[src/rtl/elastic_register_stage_pkg.sv]
// Shared NoC types for elastic (valid/ready) pipeline stages.
// Holds the state encoding common to the 2-entry skid-buffer stages.
package elastic_register_stage_pkg;

  // Number of flits held by a 2-entry elastic stage.
  typedef enum logic [1:0] {
    StEmpty = 2'd0,
    StOne   = 2'd1,
    StFull  = 2'd2
  } elastic_state_e;

endpackage

[src/rtl/elastic_register_stage.sv]
// Backpressured flit/flag pipeline register with a 2-entry skid buffer.
// in_ready_o comes straight from a flop, so out_ready_i never reaches it combinationally.
module elastic_register_stage
  import elastic_register_stage_pkg::*;
#(
  parameter int unsigned FLIT_WIDTH = 32,
  parameter int unsigned FLAGS      = 2
) (
  input  logic                  clk,
  input  logic                  rst,
  input  logic [FLIT_WIDTH-1:0] in_flit_i,
  input  logic [FLAGS-1:0]      in_flags_i,
  input  logic                  in_valid_i,
  output logic                  in_ready_o,
  output logic [FLIT_WIDTH-1:0] out_flit_o,
  output logic [FLAGS-1:0]      out_flags_o,
  output logic                  out_valid_o,
  input  logic                  out_ready_i,
  output logic [1:0]            occupancy_o
);

  elastic_state_e state_q, state_d;
  logic           in_ready_q, in_ready_d;

  logic [FLIT_WIDTH-1:0] main_flit_q, skid_flit_q;
  logic [FLAGS-1:0]      main_flags_q, skid_flags_q;

  logic in_fire, out_fire;
  logic load_main_in, load_main_skid, load_skid;

  assign out_valid_o = (state_q != StEmpty);
  assign in_fire     = in_valid_i && in_ready_q;
  assign out_fire    = out_valid_o && out_ready_i;

  always_comb begin
    state_d        = state_q;
    load_main_in   = 1'b0;
    load_main_skid = 1'b0;
    load_skid      = 1'b0;
    case (state_q)
      StEmpty: begin
        if (in_fire) begin
          load_main_in = 1'b1;
          state_d      = StOne;
        end
      end
      StOne: begin
        if (in_fire && out_fire) begin
          load_main_in = 1'b1;
        end else if (in_fire) begin
          load_skid = 1'b1;
          state_d   = StFull;
        end else if (out_fire) begin
          state_d = StEmpty;
        end
      end
      StFull: begin
        // in_ready is low here, so only the downstream side can move.
        if (out_fire) begin
          load_main_skid = 1'b1;
          state_d        = StOne;
        end
      end
      default: state_d = StEmpty;
    endcase
    in_ready_d = (state_d != StFull);
  end

  always_ff @(posedge clk) begin
    if (rst) begin
      state_q      <= StEmpty;
      in_ready_q   <= 1'b1;
      main_flags_q <= '0;
      skid_flags_q <= '0;
    end else begin
      state_q    <= state_d;
      in_ready_q <= in_ready_d;
      if (load_main_in) begin
        main_flags_q <= in_flags_i;
      end else if (load_main_skid) begin
        main_flags_q <= skid_flags_q;
      end
      if (load_skid) begin
        skid_flags_q <= in_flags_i;
      end
    end
  end

  // Flit payload is left unreset; it is only meaningful while out_valid_o is high.
  always_ff @(posedge clk) begin
    if (load_main_in) begin
      main_flit_q <= in_flit_i;
    end else if (load_main_skid) begin
      main_flit_q <= skid_flit_q;
    end
    if (load_skid) begin
      skid_flit_q <= in_flit_i;
    end
  end

  always_comb begin
    occupancy_o = 2'd0;
    case (state_q)
      StOne:   occupancy_o = 2'd1;
      StFull:  occupancy_o = 2'd2;
      default: occupancy_o = 2'd0;
    endcase
  end

  assign in_ready_o  = in_ready_q;
  assign out_flit_o  = main_flit_q;
  assign out_flags_o = main_flags_q;

endmodule

[config.mk]
export PLATFORM = sky130hd
export DESIGN_NAME = elastic_register_stage
export DESIGN_NICKNAME = d
export VERILOG_FILES = /design/src/rtl/elastic_register_stage_pkg.sv /design/src/rtl/elastic_register_stage.sv
export SDC_FILE = /design/constraint.sdc
export NUM_CORES = 1
export LEC_CHECK = 0
export CAP_MARGIN = 20
export CORE_UTILIZATION = 38
export DETAILED_ROUTE_END_ITERATION = 8
export GPL_TIMING_DRIVEN = 0
export PLACE_DENSITY = 0.68
export SYNTH_ARGS = -nofsm -noshare
export SYNTH_HDL_FRONTEND = slang
export SYNTH_SLANG_ARGS = --single-unit
[constraint.sdc]
create_clock -name clk -period 8.8 [get_ports clk]
set_input_delay 2.64 -clock clk [delete_from_list [all_inputs] [get_ports clk]]
set_output_delay 2.64 -clock clk [all_outputs]
set_load 0.02 [all_outputs]
=== After elaboration in Yosys (flattened, before gate mapping) ===
Index checks and enable logic that the tools add are counted.

* Bits in read-only memories: 0
* Word-level logic and storage cells: 33
* Memories: 0
* Flip-flop bits (word level): 71
* Memory bits (writable): 0
* Bits in latches: 0
* Input port bits: 38

* Bitwise gates (word level): 0
* $mul: 0
* Multiplexer cells: 18
* Order comparisons: 0
* Div/mod/pow operators: 0
* Add/sub/neg operators: 0
* Equal/unequal tests: 3
* Shift operators: 0
* Reduce and logical (&&, ||, !) cells: 6

{| class="wikitable"
|+ Operator list
! kind !! count
|-
| $mux W32 || 2
|-
| $mux W2 || 7
|-
| $mux W1 || 6
|-
| $pmux W2 S3 || 1
|-
| $pmux W2 S2 || 1
|-
| $reduce_bool A2 Y1 || 2
|-
| $logic_and A1 B1 Y1 || 3
|-
| $eq A2 B1 Y1 const B || 1
|-
| $eq A2 B2 Y1 const B || 1
|-
| $logic_not A2 Y1 || 1
|-
| $ne A2 B2 Y1 const B || 1
|-
| $pmux W1 S2 || 1
|}

=== Depth between registers and ports, before layout ===
* Word-level depth: 7
* Depth in mapped cells: 6
* Gate-level depth less buffers: 4

=== Worst setup path before layout ===
Ideal clock, no wire load.

* Path kind: input to register
* Start: in out_ready_i
* End: reg skid_flags_q[0]
* Data required time: 8.685 ns
* Arrival: 4.529 ns
* Stages: 4
* Library setup time: 0.115 ns
* Path slack: 4.156 ns
* Cells stage by stage: buf_6 -> nor3b_2 -> mux2i_1 -> nor2_1

* Cells in the longest elaborated chain, start to end: 4

{| class="wikitable"
|+ RTL lines
! element !! line !! text
|-
| start: declaration || elastic_register_stage.sv:18 || <nowiki>input logic out_ready_i,</nowiki>
|-
| $logic_and A1 B1 Y1 || elastic_register_stage.sv:33 || <nowiki>assign out_fire = out_valid_o && out_ready_i;</nowiki>
|-
| $logic_and A1 B1 Y1 || elastic_register_stage.sv:48 || <nowiki>if (in_fire && out_fire) begin</nowiki>
|-
| $mux W1 || elastic_register_stage.sv:48 ||
|-
| $mux W1 || elastic_register_stage.sv:40 || <nowiki>case (state_q)</nowiki>
|-
| net load_skid || elastic_register_stage.sv:29 || <nowiki>logic load_main_in, load_main_skid, load_skid;</nowiki>
|-
| end signal: assignment || elastic_register_stage.sv:84 || <nowiki>skid_flags_q <= in_flags_i;</nowiki>
|-
| end: declaration || elastic_register_stage.sv:26 || <nowiki>logic [FLAGS-1:0] main_flags_q, skid_flags_q;</nowiki>
|}

The timed path passes the listed nets, and every way through them passes these cells.
A chain may end at the register's enable or synchronous reset.

=== Worst setup path after layout ===
* Start: in in_valid_i
* End: reg main_flit_q[19] (netlist: out_flit_o[19]), enable pin

* Cells in the longest elaborated chain, start to end: 5
* Elaborated cells on any way between the ends: 6
* Those cells by class: mux (3); reduce/logical (3)

{| class="wikitable"
|+ RTL lines
! element !! line !! text
|-
| start: declaration || elastic_register_stage.sv:13 || <nowiki>input logic in_valid_i,</nowiki>
|-
| $logic_and A1 B1 Y1 (*) || elastic_register_stage.sv:32 || <nowiki>assign in_fire = in_valid_i && in_ready_q;</nowiki>
|-
| $logic_and A1 B1 Y1 || elastic_register_stage.sv:48 ||
|-
| $mux W1 || elastic_register_stage.sv:48 ||
|-
| $pmux W1 S2 (*) || elastic_register_stage.sv:40 ||
|-
| $reduce_bool A2 Y1 (no source line) (*) || - ||
|-
| end signal: assignment || elastic_register_stage.sv:92 || <nowiki>main_flit_q <= in_flit_i;</nowiki>
|-
| end signal: assignment || elastic_register_stage.sv:94 || <nowiki>main_flit_q <= skid_flit_q;</nowiki>
|-
| end: declaration || elastic_register_stage.sv:25 || <nowiki>logic [FLIT_WIDTH-1:0] main_flit_q, skid_flit_q;</nowiki>
|}

Mark *: on every way between the ends. The rest lies on a longest branch, timed or not.

==> summary.md <==
| Metric | Value |
|---|---|
| Standard-cell rows | 30 |
| Sequential share of the synthesized area | 0.735 |
| Worst-margin pin slew | between 0.6 and 0.7 ns |
| Post-CTS sizing | 0 |
| Synth Flop Type | edfxtp_1 |
| CTS tree | built |
| Metal2 WL | between 2000 and 2500 um |
| Synth top area share | 0.685 |
| First-pass GRT wire length | roughly 7200 um |
| Data required time of the worst path | between 8 and 9 ns |
| Max_slew headroom | 0.550 |
| Synth Register Bits | 71 |
| Min Clock Period, post-route | ~4.3 ns |
| Worst Reg-to-Reg Cells | 4 |
| Starting Density | 0.404 |
| DPL Wire Length | ~3200 um |
| Post-layout instance area | between 0.003 and 0.004 sq mm |
| Final setup fails | 0 |
| Gpl congestion | approximately 0.78 |
| YS warnings | 0 |
| Pwr/cell area | roughly 220 mW/mm^2 |
| Most common cell in the netlist | edfxtp_1 |
| Critical path class | input pin to flop |
| Clk_lat worst skew | ~0.33 ns |
| N_diodes | 0 |
| CP endpoint kind | flop |
| Dpl ws | a little over 4 ns |
| Cts bufs inserted | 9 |
| Clk buf depth | 2 |
| Port bufs | 74 |
| Clock Sinks | roughly 70 |
| Nets | about 270 |
| Largest net degree at the start of global routing | 19 |
| Synth area leaders | edfxtp_1 69%, mux2_4 15%, dfxtp_1 5.0% |
| Core area | ~0.0069 sq mm |
| Worst Setup Slack, final | roughly 4.5 ns |
| Pre-antenna DRT Iters | 4 |
| Synth top cells by count | 64 x edfxtp_1, 28 x mux2_4, 7 x dfxtp_1 |
| Total number of vias | roughly 1500 |
| Horiz. Die Dim | 87.9 um |
| Final hold vios | 0 |
| Leak pwr | about 0.0015 uW |
| Fmax | approximately 230 MHz |
| Vias in the first global route | between 1000 and 1500 |
| WL met3 | roughly 310 um |
| Top sig layer | met4 |
| Initial antenna violation count | 0 |
| Setup TNS | 0 ns |
| WHS | slightly below 0.5 ns |
| R2r endpoint | out_flit_o[19]$_DFFE_PP_ |
| CP Launch Point | in_valid_i |
| WL per Instance | about 14 um |
| Synth-to-Final Area Change | 42.2% |
| Power Total | between 800 and 900 uW |
| End point of the critical path | out_flit_o[19]$_DFFE_PP_ |
| Syn Area/Cell | ~20 sq um |
| Post-Syn Area | about 0.0028 sq mm |
| Number of enable flip-flop cells after synthesis | 64 |
| CTS root buf | clkbuf_8 |
| Final wirelength | 4690 um |
| Cts hold-fix bufs | 0 |
| I/O pin cnt | 76 |
| Clock skew | between 0.007 and 0.008 ns |
| Startpoint Class | input pin |
| Peak VDD IR | around 130 uV |
| Post-CTS setup buffers | 0 |
| Area leader, netlist | edfxtp_1 |
| Critical path data arrival time | 4.37 ns |
| Slew Limit Fails | 0 |
| Routed Antenna Nets | 0 |
| MaxCap Viol Count | 0 |
| Die Ht | 87.9 um |
| Tcrit/Tclk final | 0.493 |
| RSZ-0062 raised after global routing | false |
| Class of the worst hold path | flop to flop |
| Gate Count Post-Synth | 139 |
| WL met1 | about 2300 um |
| Netlist cell types | 24 |
| Die area | ~0.0077 sq mm |
| Syn Nets | ~180 |
| Placed Area | between 0.003 and 0.004 sq mm |
| Reg clk slew, reported paths | roughly 0.070 ns |
| Total GRT Usage | 0.130 |
| R2R setup slack | slightly below 7 ns |
| Initial drt markers | 83 |
| Share of cells above drive strength 1 | 0.267 |
| Post-synth ARST share | 0 |
| Vias per std cell | about 4.5 |
| DR DRC count | 0 |
| Grt ovf | 0 |
| Run status | finished clean |
| Clock H-tree levels | 3 |
| Crit-path max FO | 18 |
| Reg2reg start | state_q[1]$_SDFF_PP0_ |
==> worst min path at each step <==
stage | from | to | cells after the start
after CTS | out_flags_o[1]$_SDFFE_PP0P_ | out_flags_o[1]$_SDFFE_PP0P_ | 2
after global routing | out_flags_o[1]$_SDFFE_PP0P_ | out_flags_o[1]$_SDFFE_PP0P_ | 2
final | out_flags_o[0]$_SDFFE_PP0P_ | out_flags_o[0]$_SDFFE_PP0P_ | 2
after global placement | out_flags_o[0]$_SDFFE_PP0P_ | out_flags_o[0]$_SDFFE_PP0P_ | 2
after floorplan | skid_flags_q[0]$_SDFFE_PP0P_ | skid_flags_q[0]$_SDFFE_PP0P_ | 2
after detailed placement | out_flags_o[1]$_SDFFE_PP0P_ | out_flags_o[1]$_SDFFE_PP0P_ | 2
==> final cells by class <==
| class | count | area, sq um |
|---|---|---|
| multi-input cells | 63 | 701 |
| plain buffers | 4 | 45.0 |
| well taps | 96 | 120 |
| fillers | 547 | 2950 |
| inverters | 1 | 3.75 |
| clock buffers | 10 | 128 |
| repair buffers | 77 | 798 |
| clock inverters | 6 | 133 |
| flip-flops and latches | 71 | 2060 |
==> worst max-delay path, stage by stage <==
cell	delay, ns
clkdlybuf4s50_1	0.56
nand3b_4	0.14
o211a_1	0.27
inv_1	0.51
buf_16	0.23
==> placed cells by master, fill, tap and decap left out, drive strengths merged, types with 2 or more instances in the layout <==
cell	instances
mux2	32
a21oi	4
dfxtp	7
edfxtp	64
clkbuf	10
nand2	5
bufinv	4
nor2	4
buf	7
and2b	2
clkdlybuf4s50	74
a21o	2
nand3b	2
clkinv	2
mux2i	2
a32oi	2
==> power by group <==
| part | total (uW) | internal (uW) | leakage, uW | switching [uW] |
|---|---|---|---|---|
| clock | 333 | 217 | 0.000128 | 117 |
| sequential | 400 | 394 | 0.000661 | 6.75 |
| combinational | 129 | 71.7 | 0.000668 | 56.9 |
==> routing by layer <==
| metal | up-vias | GRT usage |
|---|---|---|
| li1 | 717 | - |
| met1 | 698 | 0.183 |
| met2 | 59 | 0.178 |
| met3 | 9 | 0.0405 |
| met4 | 0 | 0.0715 |
| met5 | - | 0 |
==> cell families (layout without fill, tap and decap cells) <==
| kind of cell | count (synthesis) | count (layout) | share of synthesized area |
|---|---|---|---|
| muxes | 34 | 34 | 0.173 |
| AOI/OAI and AO/OA | 9 | 9 | 0.0232 |
| DFF | 71 | 71 | 0.735 |
| and+or+nand+nor | 20 | 20 | 0.0513 |
| buffers and inverters | 5 | 98 | 0.0174 |
==> metrics by stage <==
step	util	std cells
detailed placement	0.537	312
global placement	0.528	309
floorplan	-	139
CTS	0.575	328
finish	0.575	328
global route	0.575	328
==> registers in the layout, indices dropped and copies added (netlist names) <==
| register | flops |
|---|---|
| skid_flit_q | 32 |
| in_ready_o | 1 |
| state_q | 2 |
| out_flags_o | 2 |
| out_flit_o | 32 |
| skid_flags_q | 2 |
Power figures use the tool's default switching activity.
